$ cat src/rtl/instruction_sequencer.sv
// Button front end for the control unit: synchronises and debounces step/load buttons
// and turns accepted presses into single-cycle execute or instruction-memory write strobes.
module instruction_sequencer #(
    parameter int unsigned DEBOUNCE_CYCLES = 1_000_000,
    parameter int unsigned IM_DEPTH        = 8,
    parameter int unsigned INSTR_W         = 12,
    localparam int unsigned CNT_W          = $clog2(IM_DEPTH + 1)
) (
    input  logic               clk,
    input  logic               reset,
    input  logic               btn_step,
    input  logic               btn_load,
    input  logic               sw_external,
    input  logic [INSTR_W-1:0] sw_data,
    output logic               nextinstruction,
    output logic               isexternal,
    output logic               IM_we,
    output logic [INSTR_W-1:0] IM_wd,
    output logic [CNT_W-1:0]   load_count,
    output logic               busy
);

    localparam int unsigned     BTN_N    = 2;
    localparam int unsigned     BTN_STEP = 0;
    localparam int unsigned     BTN_LOAD = 1;
    localparam int unsigned     DB_W     = (DEBOUNCE_CYCLES > 1) ? $clog2(DEBOUNCE_CYCLES) : 1;
    localparam logic [DB_W-1:0] DB_LAST  = DB_W'(DEBOUNCE_CYCLES - 1);
    localparam logic [CNT_W-1:0] CNT_MAX = CNT_W'(IM_DEPTH);

    typedef enum logic [1:0] {
        IDLE,
        STEP,
        LOAD,
        RELEASE
    } state_t;

    logic [BTN_N-1:0] sync1;
    logic [BTN_N-1:0] sync2;
    logic [BTN_N-1:0] deb;
    logic [BTN_N-1:0] deb_q;
    logic [DB_W-1:0]  db_cnt [BTN_N];

    logic   step_evt_c;
    logic   load_evt_c;
    logic   capture_c;
    state_t state;
    state_t state_d;

    // Two-flop synchroniser plus stability counter; a level is accepted only after
    // DEBOUNCE_CYCLES consecutive differing samples, any agreeing sample restarts the count.
    always_ff @(posedge clk or negedge reset) begin
        if (!reset) begin
            sync1 <= '0;
            sync2 <= '0;
            deb   <= '0;
            deb_q <= '0;
            for (int i = 0; i < int'(BTN_N); i++) begin
                db_cnt[i] <= '0;
            end
        end else begin
            sync1 <= {btn_load, btn_step};
            sync2 <= sync1;
            deb_q <= deb;
            for (int i = 0; i < int'(BTN_N); i++) begin
                if (sync2[i] == deb[i]) begin
                    db_cnt[i] <= '0;
                end else if (db_cnt[i] == DB_LAST) begin
                    db_cnt[i] <= '0;
                    deb[i]    <= sync2[i];
                end else begin
                    db_cnt[i] <= db_cnt[i] + DB_W'(1);
                end
            end
        end
    end

    assign step_evt_c = deb[BTN_STEP] & ~deb_q[BTN_STEP];
    assign load_evt_c = deb[BTN_LOAD] & ~deb_q[BTN_LOAD];

    always_ff @(posedge clk or negedge reset) begin
        if (!reset) begin
            state <= IDLE;
        end else begin
            state <= state_d;
        end
    end

    // Next state; load beats step only in external mode, a plain load press is swallowed.
    always_comb begin
        state_d   = state;
        capture_c = 1'b0;
        case (state)
            IDLE: begin
                if (load_evt_c && sw_external) begin
                    state_d   = LOAD;
                    capture_c = 1'b1;
                end else if (step_evt_c) begin
                    state_d   = STEP;
                    capture_c = 1'b1;
                end else if (load_evt_c) begin
                    state_d = RELEASE;
                end
            end
            STEP:    state_d = RELEASE;
            LOAD:    state_d = RELEASE;
            RELEASE: begin
                if (deb == '0) begin
                    state_d = IDLE;
                end
            end
            default: state_d = IDLE;
        endcase
    end

    // Outputs are registered from the next state so strobes line up with STEP/LOAD.
    always_ff @(posedge clk or negedge reset) begin
        if (!reset) begin
            nextinstruction <= 1'b0;
            IM_we           <= 1'b0;
            busy            <= 1'b0;
            isexternal      <= 1'b0;
            IM_wd           <= '0;
            load_count      <= '0;
        end else begin
            nextinstruction <= (state_d == STEP);
            IM_we           <= (state_d == LOAD);
            busy            <= (state_d != IDLE);
            if (state == IDLE) begin
                isexternal <= sw_external;
            end
            if (capture_c) begin
                IM_wd <= sw_data;
            end
            if ((state_d == LOAD) && (load_count != CNT_MAX)) begin
                load_count <= load_count + CNT_W'(1);
            end
        end
    end

endmodule
$ cat config.mk
export PLATFORM = sky130hd
export DESIGN_NAME = instruction_sequencer
export DESIGN_NICKNAME = d
export VERILOG_FILES = /design/src/rtl/instruction_sequencer.sv
export SDC_FILE = /design/constraint.sdc
export NUM_CORES = 1
export LEC_CHECK = 0
export BUFFER_PORTS_ARGS = -buffer_cell sky130_fd_sc_hd__buf_4
export CORE_AREA = 2 2 65 129
export DETAILED_ROUTE_END_ITERATION = 12
export DIE_AREA = 0 0 67 131
export PLACE_DENSITY = 0.65
export SYNTH_ARGS = -nofsm -noshare
export SYNTH_HDL_FRONTEND = slang
export SYNTH_SLANG_ARGS = --single-unit
$ cat constraint.sdc
create_clock -name clk -period 1.96 [get_ports clk]
set_input_delay 0.196 -clock clk [delete_from_list [all_inputs] [get_ports clk]]
set_output_delay 0.196 -clock clk [all_outputs]
set_load 0.02 [all_outputs]
==> run metrics <==
status finished, final reports clean; Setup crit start state[1]$_DFF_PN0_; crit start category flop; Pre-antenna DRT Iters 4; TritonCTS Buffers 9; Final ANT Viol Nets 0; WP buf/inv 1; unrepaired setup endpoints after global routing false; CP Cell Sequence inv_1 -> ha_2 -> o21ai_1 -> o221a_2 -> o211ai_1 -> mux2_2; I/O Pins 37; routability cong. 0.784; die area 8780 um^2; P_int 2560 uW; clk buf depth 2; P per Cell Area 820 nW/um^2; layout cells sized above 1 25.1%; post-DP HPWL 3910 um; Reg clk slew, reported paths around 50 ps; Remaining DRCs 0; post-synth cell types 36; FF-to-FF End load_count[1]$_DFFE_PN0P_; Initial Utilization 40.0%; clock root buffer clkbuf_16; routed wire length 5460 um; final hold vios 0; initial antenna violation count 0; top cells by count, synth dfrtp_1, nor2_1, xor2_1; max cap viols 0; synth warn 0; #FFs+latches synth 70; Final period util 91.6%; Syn Nets roughly 300; Switch Pwr 634 uW; VDD IR-drop max 0.598 mV; Area growth syn-to-layout 24.5%; final setup TNS 0 ps; power share of the sequential group 46.2%; power share of the combinational group 3.4%; Worst R2R Setup Slack 160 ps; Mapped Avg Cell Area roughly 11 um^2; Switching Fraction 19.9%; LEAKAGE roughly 0.0019 uW; post-route minimum period 1800 ps; Top Family by Delay on Critical Path compound AO/OA/AOI/OAI gates; Tot GR Track Use 14.0%; number of nets at the end of the flow between 300 and 400; Slew headroom 64.9%; Primary FF master, synth dfrtp_1; Finished Layout Cells roughly 430; Via density about 5; Post-CTS Setup Repair Bufs 0; Die Span Y 131 um; class of the worst hold path input pin to flop; Wirelength per Cell around 13 um; number of DRC markers in iteration 0 113; # port buffers 36; Synth top area share 56.0%; Worst Hold End IM_wd[4]$_DFFE_PN0P_; Die X ~67 um; cell count after synthesis 281; Post-Place Cells 415; Vias between 2000 and 2500; largest cells by area after synthesis dfrtp_1, xor2_1, mux2_2, nor2_1, xnor2_1; Slowest cell on crit path dfrtp_1; Post-Syn Area 3130 um^2; largest area contributor in the netlist dfrtp_1; worst setup path class flop to flop; vias in the first global route 2112; number of flops mapped to enable cells by yosys 0; reg2reg path depth 6; most frequent cell after synthesis dfrtp_1; f_max ~560 MHz; Critical Path RT 2170 ps; Seq/Total Area, Yosys 56.0%; CP Depth 6; asr flop ratio synth between 90% and 100%; CP Capture Type flop; CTS tree yes; final setup skew about 4.5 ps; Final Core Density 49.8%; clock latency on the worst-skew pair 330 ps; total clock sinks 70; Min-Delay Path Depth 2; first-pass GRT wire length 9240 um; r2r startpoint state[1]$_DFF_PN0_; FP Rows 46; Clk pwr share 50.5%; crit path DAT approximately 2000 ps; H-tree depth 3; largest net degree at the start of global routing 42; Core Box Area 7830 um^2; Finish-stage setup viols 0; Slew @ Worst Pin 526 ps; Remaining Overflow, GRT 0; CP max FO 6; hold_sp sw_data[4]; slowest stage delay, CP approximately 420 ps; worst hold slack between 100 and 150 ps; Ant. Diodes 0; Slew Viols, Final 0
[layout by cell type, fill, tap and decap left out, types with 9 or more instances in the layout]
master	n
xnor2_1	10
clkbuf_16	9
xor2_1	29
nand2_1	20
dfrtp_1	70
nor2_1	47
inv_1	12
nand3_1	14
buf_4	43
mux2_2	17
nand4_1	11
[worst max-delay path by stage]
stage / endpoint / slack (ps)
2_1_floorplan: load_count[1]$_DFFE_PN0P_ / 170
3_3_place_gp: load_count[1]$_DFFE_PN0P_ / 200
3_5_place_dp: load_count[1]$_DFFE_PN0P_ / 110
4_1_cts: load_count[1]$_DFFE_PN0P_ / 100
5_1_grt: db_cnt[3]$_DFF_PN0_ / 3
6_report: load_count[1]$_DFFE_PN0P_ / 160
[power by group through the flow]
stage | logic, uW | clock network [uW] | registers (uW)
floorplan | 35.5 | 0 | 1500
global placement | 103 | 0 | 1500
detailed placement | 107 | 0 | 1500
CTS | 112 | 1650 | 1470
global route | 124 | 1710 | 1480
finish | 108 | 1610 | 1470
[registers in the layout (all words and copies together), names as in the netlist]
name,cells
busy,1
deb_q,2
IM_wd,12
isexternal,1
nextinstruction,1
deb,2
state,2
IM_we,1
load_count,4
sync1,2
sync2,2
db_cnt,40
[logic make-up (layout without fill, tap and decap cells)]
group           after synthesis  after routing  share of synthesized area (%)
compound gates               11             11                           2.52
xor+xnor                     39             39                           10.9
fa+ha+maj                     6              6                           2.40
buf+inv                      18             75                           2.44
flops                        70             70                           56.0
mux                          17             17                           6.12
simple gates                120            120                           19.6
[timing repair]
action                     in CTS  in global routing
hold buffers                    3                  0
gates resized for setup         0                  1
setup endpoints to repair       0                  1
hold endpoints to repair       42                  0
[final cells by class]
type,count,area [um^2]
fill,738,3930
sequential,70,1750
multi-input combinational,193,1300
timing repair buffer,47,373
clock buffer,13,260
tap,96,120
inverter,12,45.0
clock inverter,3,42.5
[through the flow]
stage / setup WS, ps / total power [uW] / instance area [um^2]
after floorplan: 170 / 1530 / 3130
after global placement: 202 / 1600 / 3560
after global routing: 2.94 / 3310 / 3890
after CTS: 99.2 / 3240 / 3890
final: 164 / 3190 / 3890
after detailed placement: 111 / 1610 / 3560
[routing by layer]
layer	track usage [%]	wire (um)
met5	0	0
met4	8.64	157
met3	2.91	275
met2	22.7	2670
met1	16.6	2360
[worst register-to-register path, stage by stage, from the launching register on]
cell and delay, ps:
dfrtp_1 420, inv_1 80, ha_2 220, o21ai_1 110, o221a_2 330, o211ai_1 160
mux2_2 370
Power figures use the tool's default switching activity.
